===== config.mk =====
export PLATFORM = sky130hd
export DESIGN_NAME = me_frame_feeder
export DESIGN_NICKNAME = d
export VERILOG_FILES = /design/src/rtl/me_frame_feeder_pkg.sv /design/src/rtl/me_addr_clamp.sv /design/src/rtl/me_frame_feeder.sv
export SDC_FILE = /design/constraint.sdc
export NUM_CORES = 1
export LEC_CHECK = 0
export BUFFER_PORTS_ARGS = -buffer_cell sky130_fd_sc_hd__buf_2
export CORE_UTILIZATION = 55
export DETAILED_ROUTE_END_ITERATION = 10
export MAX_ROUTING_LAYER = met4
export PLACE_DENSITY = 0.83
export SLEW_MARGIN = 20
export SYNTH_ARGS = -nofsm -noshare
export SYNTH_HDL_FRONTEND = slang
export SYNTH_SLANG_ARGS = --single-unit

===== constraint.sdc =====
create_clock -name clk -period 7.9 [get_ports clk]
set_clock_uncertainty 0.2 [all_clocks]
set_input_delay 0.395 -clock clk [delete_from_list [all_inputs] [get_ports clk]]
set_output_delay 0.395 -clock clk [all_outputs]
set_load 0.02 [all_outputs]

===== src/rtl/me_frame_feeder_pkg.sv =====
`default_nettype none
// ---------------------------------------------------------------------------
// me_frame_feeder_pkg : shared FSM encoding and block geometry constants
// Revision: 1.0
// ---------------------------------------------------------------------------
package me_frame_feeder_pkg;

  typedef enum logic [1:0] {
    ST_IDLE     = 2'd0,
    ST_LOAD_CUR = 2'd1,
    ST_WAIT_REQ = 2'd2,
    ST_LOAD_SRC = 2'd3
  } state_t;

  localparam int BLK_SIZE      = 16;
  localparam int WORDS_PER_BLK = 32;
  localparam int PIX_PER_WORD  = 8;

endpackage
`default_nettype wire


===== src/rtl/me_addr_clamp.sv =====
`default_nettype none
// ---------------------------------------------------------------------------
// me_addr_clamp : search-window address with the window clamped to the frame
// Revision: 1.0
// ---------------------------------------------------------------------------
module me_addr_clamp #(
  parameter int FRAME_W  = 352,
  parameter int FRAME_H  = 288,
  parameter int REF_BASE = 101376,
  parameter int ADDR_W   = 18
) (
  input  logic [15:0]        base_x,
  input  logic [15:0]        base_y,
  input  logic signed [6:0]  mv_x,
  input  logic signed [6:0]  mv_y,
  output logic [ADDR_W-1:0]  addr
);

  int x_w;
  int y_w;

  always_comb begin
    x_w = int'(base_x) + int'(mv_x);
    y_w = int'(base_y) + int'(mv_y);
    // X stops at FRAME_W-8 so the whole 8-pixel word stays inside the row
    if (x_w < 0)                 x_w = 0;
    else if (x_w > FRAME_W - 8)  x_w = FRAME_W - 8;
    if (y_w < 0)                 y_w = 0;
    else if (y_w > FRAME_H - 1)  y_w = FRAME_H - 1;
    addr = ADDR_W'(REF_BASE + y_w * FRAME_W + x_w);
  end

endmodule
`default_nettype wire


===== src/rtl/me_frame_feeder.sv =====
`default_nettype none
// ---------------------------------------------------------------------------
// me_frame_feeder : streams current and search 16x16 blocks to the ME core
// Revision: 1.0
// ---------------------------------------------------------------------------
module me_frame_feeder
  import me_frame_feeder_pkg::*;
#(
  parameter int FRAME_W  = 352,
  parameter int FRAME_H  = 288,
  parameter int CUR_BASE = 0,
  parameter int REF_BASE = 101376,
  parameter int ADDR_W   = 18
) (
  input  logic               clk,
  input  logic               reset,
  input  logic               start,
  input  logic               search_WE_req,
  input  logic signed [6:0]  mv_x,
  input  logic signed [6:0]  mv_y,
  input  logic               blockend,
  output logic               mem_re,
  output logic [ADDR_W-1:0]  mem_addr,
  input  logic [63:0]        mem_data,
  output logic               cur_WE,
  output logic               search_WE,
  output logic [63:0]        data_out,
  output logic               curfilled,
  output logic               srcfilled,
  output logic               frame_done,
  output logic               busy
);

  localparam int NBX  = FRAME_W / BLK_SIZE;
  localparam int NBY  = FRAME_H / BLK_SIZE;
  localparam int BX_W = (NBX > 1) ? $clog2(NBX) : 1;
  localparam int BY_W = (NBY > 1) ? $clog2(NBY) : 1;

  state_t             state_q, state_d;
  logic [BX_W-1:0]    bx_q, bx_d;
  logic [BY_W-1:0]    by_q, by_d;
  logic [4:0]         word_q, word_d;
  logic [4:0]         cur_cnt_q, cur_cnt_d;
  logic [4:0]         src_cnt_q, src_cnt_d;
  logic               cur_we_q, cur_we_d;
  logic               src_we_q, src_we_d;
  logic               curfilled_q, curfilled_d;
  logic               srcfilled_q, srcfilled_d;
  logic               frame_done_q, frame_done_d;
  logic               req_pend_q, req_pend_d;
  logic               be_pend_q, be_pend_d;
  logic signed [6:0]  pmv_x_q, pmv_x_d, pmv_y_q, pmv_y_d;
  logic signed [6:0]  mv_x_q, mv_x_d, mv_y_q, mv_y_d;

  logic               eff_req;
  logic               eff_be;
  logic               last_blk;
  logic [15:0]        base_x;
  logic [15:0]        base_y;
  logic [ADDR_W-1:0]  cur_addr;
  logic [ADDR_W-1:0]  src_addr;

  assign eff_req  = search_WE_req | req_pend_q;
  assign eff_be   = blockend | be_pend_q;
  assign last_blk = (bx_q == BX_W'(NBX - 1)) && (by_q == BY_W'(NBY - 1));

  assign base_x   = 16'(int'(bx_q) * BLK_SIZE + int'(word_q[0]) * PIX_PER_WORD);
  assign base_y   = 16'(int'(by_q) * BLK_SIZE + int'(word_q[4:1]));
  assign cur_addr = ADDR_W'(CUR_BASE + int'(base_y) * FRAME_W + int'(base_x));

  me_addr_clamp #(
    .FRAME_W  (FRAME_W),
    .FRAME_H  (FRAME_H),
    .REF_BASE (REF_BASE),
    .ADDR_W   (ADDR_W)
  ) u_clamp (
    .base_x (base_x),
    .base_y (base_y),
    .mv_x   (mv_x_q),
    .mv_y   (mv_y_q),
    .addr   (src_addr)
  );

  always_comb begin
    state_d      = state_q;
    bx_d         = bx_q;
    by_d         = by_q;
    word_d       = word_q;
    cur_cnt_d    = cur_cnt_q;
    src_cnt_d    = src_cnt_q;
    cur_we_d     = (state_q == ST_LOAD_CUR);
    src_we_d     = (state_q == ST_LOAD_SRC);
    curfilled_d  = curfilled_q;
    srcfilled_d  = srcfilled_q;
    frame_done_d = 1'b0;
    req_pend_d   = req_pend_q;
    be_pend_d    = be_pend_q;
    pmv_x_d      = pmv_x_q;
    pmv_y_d      = pmv_y_q;
    mv_x_d       = mv_x_q;
    mv_y_d       = mv_y_q;

    if (cur_we_q) begin
      cur_cnt_d = cur_cnt_q + 5'd1;
      if (cur_cnt_q == 5'(WORDS_PER_BLK - 1)) curfilled_d = 1'b1;
    end
    if (src_we_q) begin
      src_cnt_d = src_cnt_q + 5'd1;
      if (src_cnt_q == 5'(WORDS_PER_BLK - 1)) srcfilled_d = 1'b1;
    end

    if (state_q != ST_WAIT_REQ) begin
      if (search_WE_req) begin
        req_pend_d = 1'b1;
        pmv_x_d    = mv_x;
        pmv_y_d    = mv_y;
      end
      if (blockend) be_pend_d = 1'b1;
    end

    case (state_q)
      ST_IDLE: begin
        if (start) begin
          state_d = ST_LOAD_CUR;
          bx_d    = '0;
          by_d    = '0;
          word_d  = '0;
        end
      end
      ST_LOAD_CUR, ST_LOAD_SRC: begin
        word_d = word_q + 5'd1;
        if (word_q == 5'(WORDS_PER_BLK - 1)) state_d = ST_WAIT_REQ;
      end
      ST_WAIT_REQ: begin
        word_d = '0;
        // blockend outranks any request: the request is dropped
        if (eff_be) begin
          be_pend_d   = 1'b0;
          req_pend_d  = 1'b0;
          curfilled_d = 1'b0;
          if (last_blk) begin
            state_d      = ST_IDLE;
            bx_d         = '0;
            by_d         = '0;
            frame_done_d = 1'b1;
          end else begin
            state_d = ST_LOAD_CUR;
            if (bx_q == BX_W'(NBX - 1)) begin
              bx_d = '0;
              by_d = by_q + 1'b1;
            end else begin
              bx_d = bx_q + 1'b1;
            end
          end
        end else if (eff_req) begin
          req_pend_d  = 1'b0;
          srcfilled_d = 1'b0;
          mv_x_d      = search_WE_req ? mv_x : pmv_x_q;
          mv_y_d      = search_WE_req ? mv_y : pmv_y_q;
          state_d     = ST_LOAD_SRC;
        end
      end
      default: state_d = ST_IDLE;
    endcase
  end

  always_ff @(posedge clk) begin
    if (reset) begin
      state_q      <= ST_IDLE;
      bx_q         <= '0;
      by_q         <= '0;
      word_q       <= '0;
      cur_cnt_q    <= '0;
      src_cnt_q    <= '0;
      cur_we_q     <= 1'b0;
      src_we_q     <= 1'b0;
      curfilled_q  <= 1'b0;
      srcfilled_q  <= 1'b0;
      frame_done_q <= 1'b0;
      req_pend_q   <= 1'b0;
      be_pend_q    <= 1'b0;
      pmv_x_q      <= '0;
      pmv_y_q      <= '0;
      mv_x_q       <= '0;
      mv_y_q       <= '0;
    end else begin
      state_q      <= state_d;
      bx_q         <= bx_d;
      by_q         <= by_d;
      word_q       <= word_d;
      cur_cnt_q    <= cur_cnt_d;
      src_cnt_q    <= src_cnt_d;
      cur_we_q     <= cur_we_d;
      src_we_q     <= src_we_d;
      curfilled_q  <= curfilled_d;
      srcfilled_q  <= srcfilled_d;
      frame_done_q <= frame_done_d;
      req_pend_q   <= req_pend_d;
      be_pend_q    <= be_pend_d;
      pmv_x_q      <= pmv_x_d;
      pmv_y_q      <= pmv_y_d;
      mv_x_q       <= mv_x_d;
      mv_y_q       <= mv_y_d;
    end
  end

  always_comb begin
    mem_re   = 1'b0;
    mem_addr = '0;
    if (state_q == ST_LOAD_CUR) begin
      mem_re   = 1'b1;
      mem_addr = cur_addr;
    end else if (state_q == ST_LOAD_SRC) begin
      mem_re   = 1'b1;
      mem_addr = src_addr;
    end
  end

  // memory data arrives exactly with the registered strobe, so it passes straight through
  assign data_out   = (cur_we_q | src_we_q) ? mem_data : 64'd0;
  assign cur_WE     = cur_we_q;
  assign search_WE  = src_we_q;
  assign curfilled  = curfilled_q;
  assign srcfilled  = srcfilled_q;
  assign frame_done = frame_done_q;
  assign busy       = (state_q != ST_IDLE);

endmodule
`default_nettype wire


# Word-level counts from Yosys, hierarchy flattened
# Cells that the tools add are included.
dict set report word_totals {
  reg_bits 62
  in_bits 83
  out_inout_bits 89
  wordCells 110
}
dict set report classes {
  bitwise 5
  mul 2
  reduce_logical 10
  n_addsub 12
  mux 46
  magnitude_cmp 4
  eq_ne 14
}
# cell n
set op_table {}
lappend op_table {{$mux W18} 4}
lappend op_table {{$mux W32} 2}
lappend op_table {{$mux W64} 1}
lappend op_table {{$mux W5} 7}
lappend op_table {{$gt A32 B10 Y1 const B} 1}
lappend op_table {{$lt A32 B1 Y1 const B} 1}
lappend op_table {{$mul A32 B5 Y13 const B} 1}
lappend op_table {{$add A5 B1 Y5 const B} 5}
lappend op_table {{$eq A5 B5 Y1 const B} 5}
lappend op_table {{$add A11 B7 Y12} 2}
lappend op_table {{$mux W1} 22}
lappend op_table {{$add A9 B4 Y10} 2}
lappend op_table {{$pmux W5 S2} 2}
lappend op_table {{$add A18 B10 Y18} 1}
lappend op_table {{$add A18 B18 Y18} 1}
lappend op_table {{$add A18 B18 Y18 const A} 1}
lappend op_table {{$pmux W5 S3} 1}
lappend op_table {{$mux W7} 2}
lappend op_table {{$mul A10 B4 Y13 const B} 1}
lappend op_table {{$gt A12 B10 Y1 const B} 1}
lappend op_table {{$lt A12 B1 Y1 const B} 1}
lappend op_table {{$reduce_and A3 Y1} 3}
lappend op_table {{$mux W2} 4}
lappend op_table {{$ne A2 B2 Y1 const B} 4}
lappend op_table {{12 further kinds} 18}

# Longest topological paths before layout
dict set report logic_depth {
  depth_word 10
  mapped_depth 29
  mapped_depth_nobuf 29
}

# Hierarchy
# A second synthesis with hierarchy kept.
dict set report unflattened {
  cells_unflattened 961
  hier_area_um2 7609.8
}
# mod seq_area_each_um2 cells_per_inst area_per_inst_um2 n_inst
set modules_own_cells {}
lappend modules_own_cells {me_frame_feeder 1241.2 553 4434.3 1}
lappend modules_own_cells {me_addr_clamp 0.0 408 3175.5 1}

# Worst setup path before layout
# OpenSTA, ideal clock, no wires.
dict set report synth_path {
  path_kind {flip-flop to output port}
  start {register word_q[1]}
  end {output mem_addr[17]}
  t_arrival_ps 6008
  required_ps 7305
  path_buffers 0
  path_stages_with_launch 28
  path_slack_ps 1297
  cell_sequence {dfxtp_1 -> ha_1 -> inv_1 -> fa_1 -> nor2b_1 -> o21ai_1 -> a21boi_1 -> o311a_1 -> o2111a_1 -> a311oi_1 -> a22oi_1 -> o21ai_0 -> ha_1 -> inv_1 -> fa_1 -> inv_1 -> ha_1 -> o21ai_0 -> o21ai_0 -> a32oi_1 -> ha_1 -> a21o_2 -> or2_2 -> o32ai_1 -> a211o_1 -> o31ai_4 -> xnor3_1 -> o22ai_1}
}
dict set report synth_between {
  elab_chain_len 10
  elab_cells_between_ends 13
  classes_between {add/sub: 5; mul: 2; order compare: 2; mux: 4}
}
# element line_no
set synth_lines {}
lappend synth_lines {{start: declaration} me_frame_feeder.sv:42} ;# logic [4:0] word_q, word_d;
lappend synth_lines {{start signal: assignment} me_frame_feeder.sv:190} ;# word_q <= word_d;
lappend synth_lines {{$add A9 B4 Y10 *} me_frame_feeder.sv:68} ;# assign base_y = 16'(int'(by_q) * BLK_SIZE + int'(word_q[4:1]));
lappend synth_lines {{$add A11 B7 Y12} me_addr_clamp.sv:24} ;# y_w = int'(base_y) + int'(mv_y);
lappend synth_lines {{$gt A32 B10 Y1} me_addr_clamp.sv:29} ;# else if (y_w > FRAME_H - 1) y_w = FRAME_H - 1;
lappend synth_lines {{$mux W32} me_addr_clamp.sv:29}
lappend synth_lines {{$mux W32} me_addr_clamp.sv:28} ;# if (y_w < 0) y_w = 0;
lappend synth_lines {{$mul A32 B5 Y13} me_addr_clamp.sv:30} ;# addr = ADDR_W'(REF_BASE + y_w * FRAME_W + x_w);
lappend synth_lines {{$add A18 B18 Y18 (2 in series)} me_addr_clamp.sv:30}
lappend synth_lines {{$mux W18} me_frame_feeder.sv:213} ;# end else if (state_q == ST_LOAD_SRC) begin
lappend synth_lines {{$mux W18 *} me_frame_feeder.sv:210} ;# if (state_q == ST_LOAD_CUR) begin
lappend synth_lines {{end: declaration} me_frame_feeder.sv:23} ;# output logic [ADDR_W-1:0] mem_addr,
# Mark *: on every way between the ends. The rest lies on a longest branch, timed or not.

# Final worst setup path
# Same ends and word-level chain as after synthesis.

==> impl_metrics.csv <==
group,metric,value,unit
sta,fin_crit,7400,ps
synthesis,synth_cell_types,69,
clock_network,cts.htree.levels,3,
clock_network,numCtsBuffers,9,
layout,syn_to_final_growth,20.5,%
grt,grt_pass1_wl,25000,um
layout,final_net_count,1160,
pwr,finalPower,858,uW
clock_network,cts_buffer_depth,2,
hold_path,hp-start,"mv_y[4]",
clock_network,cts-root-buf,"clkbuf_16",
drt,num_vias,6059,
drt,wl_per_cell,14.5,um
setup_path,path_buf_inv,2,
synthesis,yosysTopAreaCell,"dfxtp_1",
placed_design,place.gp.congestion,0.898,
sta,slew_viol_final,0,
setup_path,cp_data_arrival_time,6810,ps
setup_path,critPathLaunchType,"flop",
synthesis,syn_inst,807,
flow_run,cap_violations,0,
synthesis,yosysWarnings,0,
floorplan,core,11400,um^2
layout,drive_gt1_share,21.2,%
setup_path,cp-end-kind,"primary output",
hold_path,hp-class,"input pin to flop",
synthesis,yosys-top-cells-area,"dfxtp_1 19%, ha_1 18%, nor2b_1 6.7%",
floorplan,die_area,12100,um^2
clock_network,clk_pin_slew,50,ps
setup_path,crit_top_cell,"ha_1",
clock_network,clkLatencyLatePin,330,ps
setup_path,path_class,"flop to primary output",
placed_design,post-place-ws,760,ps
drt,drtIter0Drc,311,
drt,wl,16200,um
synthesis,ys_seq_area_share,19.4,%
drt,dr.pass1.iters,5,
synthesis,yosys.area.top_type_share,19.4,%
setup_path,max_stage_delay,460,ps
clock_network,postCtsSetupBuffers,0,
layout,layout.cells.non_filler,1118,
synthesis,ys.flop_type,"dfxtp_1",
floorplan,num_io_pins,172,
floorplan,fp-row-count,39,
placed_design,dp.cells,1100,
synthesis,ys_top_cells_by_count,"91 x ha_1, 78 x nor2_1, 75 x inv_1",
drt,vias_per_cell,5.42,
sta,worst_slack,500,ps
sta,finalCritPeriodShare,93.7,%
grt,grt_max_degree,65,
synthesis,synthMostInstantiatedCell,"ha_1",
pwr,leakagePower,4.00,nW
synthesis,synth-seq-cells,62,
sta,grt_setup_unrepaired,"false",
floorplan,start_util,56.3,%
pwr,peakVddDrop,0.000151,V
floorplan,die-width,110,um
grt,grt_overflow,0,
synthesis,ys_async_sr_fraction,0,%
sta,tightest_slew,1050,ps
clock_network,cts_tree,"built",
sta,worst_slew_margin_rel,30.2,%
floorplan,die-height,110,um
placed_design,numPortBuffers,171,
drt,drc,0,
synthesis,synth_edf_count,0,
layout,utilization,67.9,%
grt,antenna_found_initial,2,
setup_path,critPathTopFamily,"compound AO/OA/AOI/OAI gates",
sta,setup_viol,0,
synthesis,synth_area,6400,um^2
sta,tns,0,ps
setup_path,cp.required,7300,ps
setup_path,startpoint,"word_q[1]",
placed_design,dpl.hpwl,13000,um
clock_network,numClockSinks,62,
drt,final_antenna_net_count,0,
pwr,p_per_area,111,nW/um^2
grt,grt_usage,27.5,%
grt,grt_pass1_vias,5312,
run_status,status,"finished, final reports clean",
setup_path,crit_slowest_cell,"fa_1",
sta,finalHoldViolations,0,
setup_path,timing.rr.start,"state_q[1]",
setup_path,path_max_fanout,6,
synthesis,syn_avg_cell_area,7.93,um^2
sta,clock.fmax,135,MHz
-- timing repair --
item                                   in CTS  in global routing
gates resized for setup                     0                  5
endpoints found under the hold margin       0                  0
setup endpoints to repair                   0                  2
hold buffers                                0                  0
-- metrics by stage --
step | hold WS [ps] | instance area (um^2)
finish | 108 | 7710
global route | 113 | 7710
CTS | 106 | 7690
detailed placement | 247 | 7380
global placement | 241 | 7380
floorplan | 236 | 6420
-- report_power, final --
group	total [mW]	internal (mW)	switching (mW)	leakage, nW
sequential	0.329	0.320	0.00845	0.504
clock	0.400	0.260	0.140	0.144
combinational	0.129	0.0541	0.0753	3.36
-- logic make-up after synthesis --
| kind of cell | synth area share (%) |
|---|---|
| adders and majority gates | 23.4 |
| other | 0.117 |
| xor gates and xnor gates | 7.70 |
| DFF | 19.4 |
| and+or+nand+nor | 21.9 |
| muxes | 3.62 |
| buffers and inverters | 6.12 |
| AOI/OAI and AO/OA | 17.7 |
-- metal layers --
layer	vias up	share of wire [%]	track usage, %
met3	14	5.7	5.04
met1	2788	50	39.8
met2	172	43	39.6
met4	0	0.84	5.71
li1	3085	-	-
met5	-	0	-
-- cell usage in the layout, fill, tap and decap left out, types with 10 or more instances in the layout --
cell type and n:
dfxtp_1 62, inv_1 75, xnor2_1 30, a21o_1 17
a21oi_1 56, nor2_1 77, ha_1 91, buf_2 171
nor3_1 10, a211oi_1 21, nand2_1 67, nor2b_1 69
xor2_1 20, o21ai_0 22, fa_1 18, mux2i_1 22
-- sequential cells by signal (all words and copies together) (netlist names), 2 cells and up --
name / cells
bx_q: 5
mv_y_q: 7
cur_cnt_q: 5
pmv_x_q: 7
pmv_y_q: 7
state_q: 2
word_q: 5
src_cnt_q: 5
by_q: 5
mv_x_q: 7
-- cell type report --
class | count | area [um^2]
Antenna cell | 2 | 5.00
Multi-Input combinational cell | 645 | 4820
Clock buffer | 11 | 253
Sequential cell | 62 | 1240
Tap cell | 143 | 179
Fill cell | 955 | 3650
Timing Repair Buffer | 174 | 878
Inverter | 76 | 285
Clock inverter | 5 | 57.6
-- worst min-delay path: stages --
cell and delay (ps):
buf_2 100, nand2_1 50, a21oi_1 50
-- path summary, 6_finish.rpt --
path                            cells past startpoint  slack [ps]      endpoint
worst max-delay path                               26         500  mem_addr[17]
worst min-delay path                                3         110    pmv_y_q[4]
worst max register to register                      7        5030       by_q[0]
worst min register to register                      2         250    pmv_y_q[6]
Power figures use the tool's default switching activity.
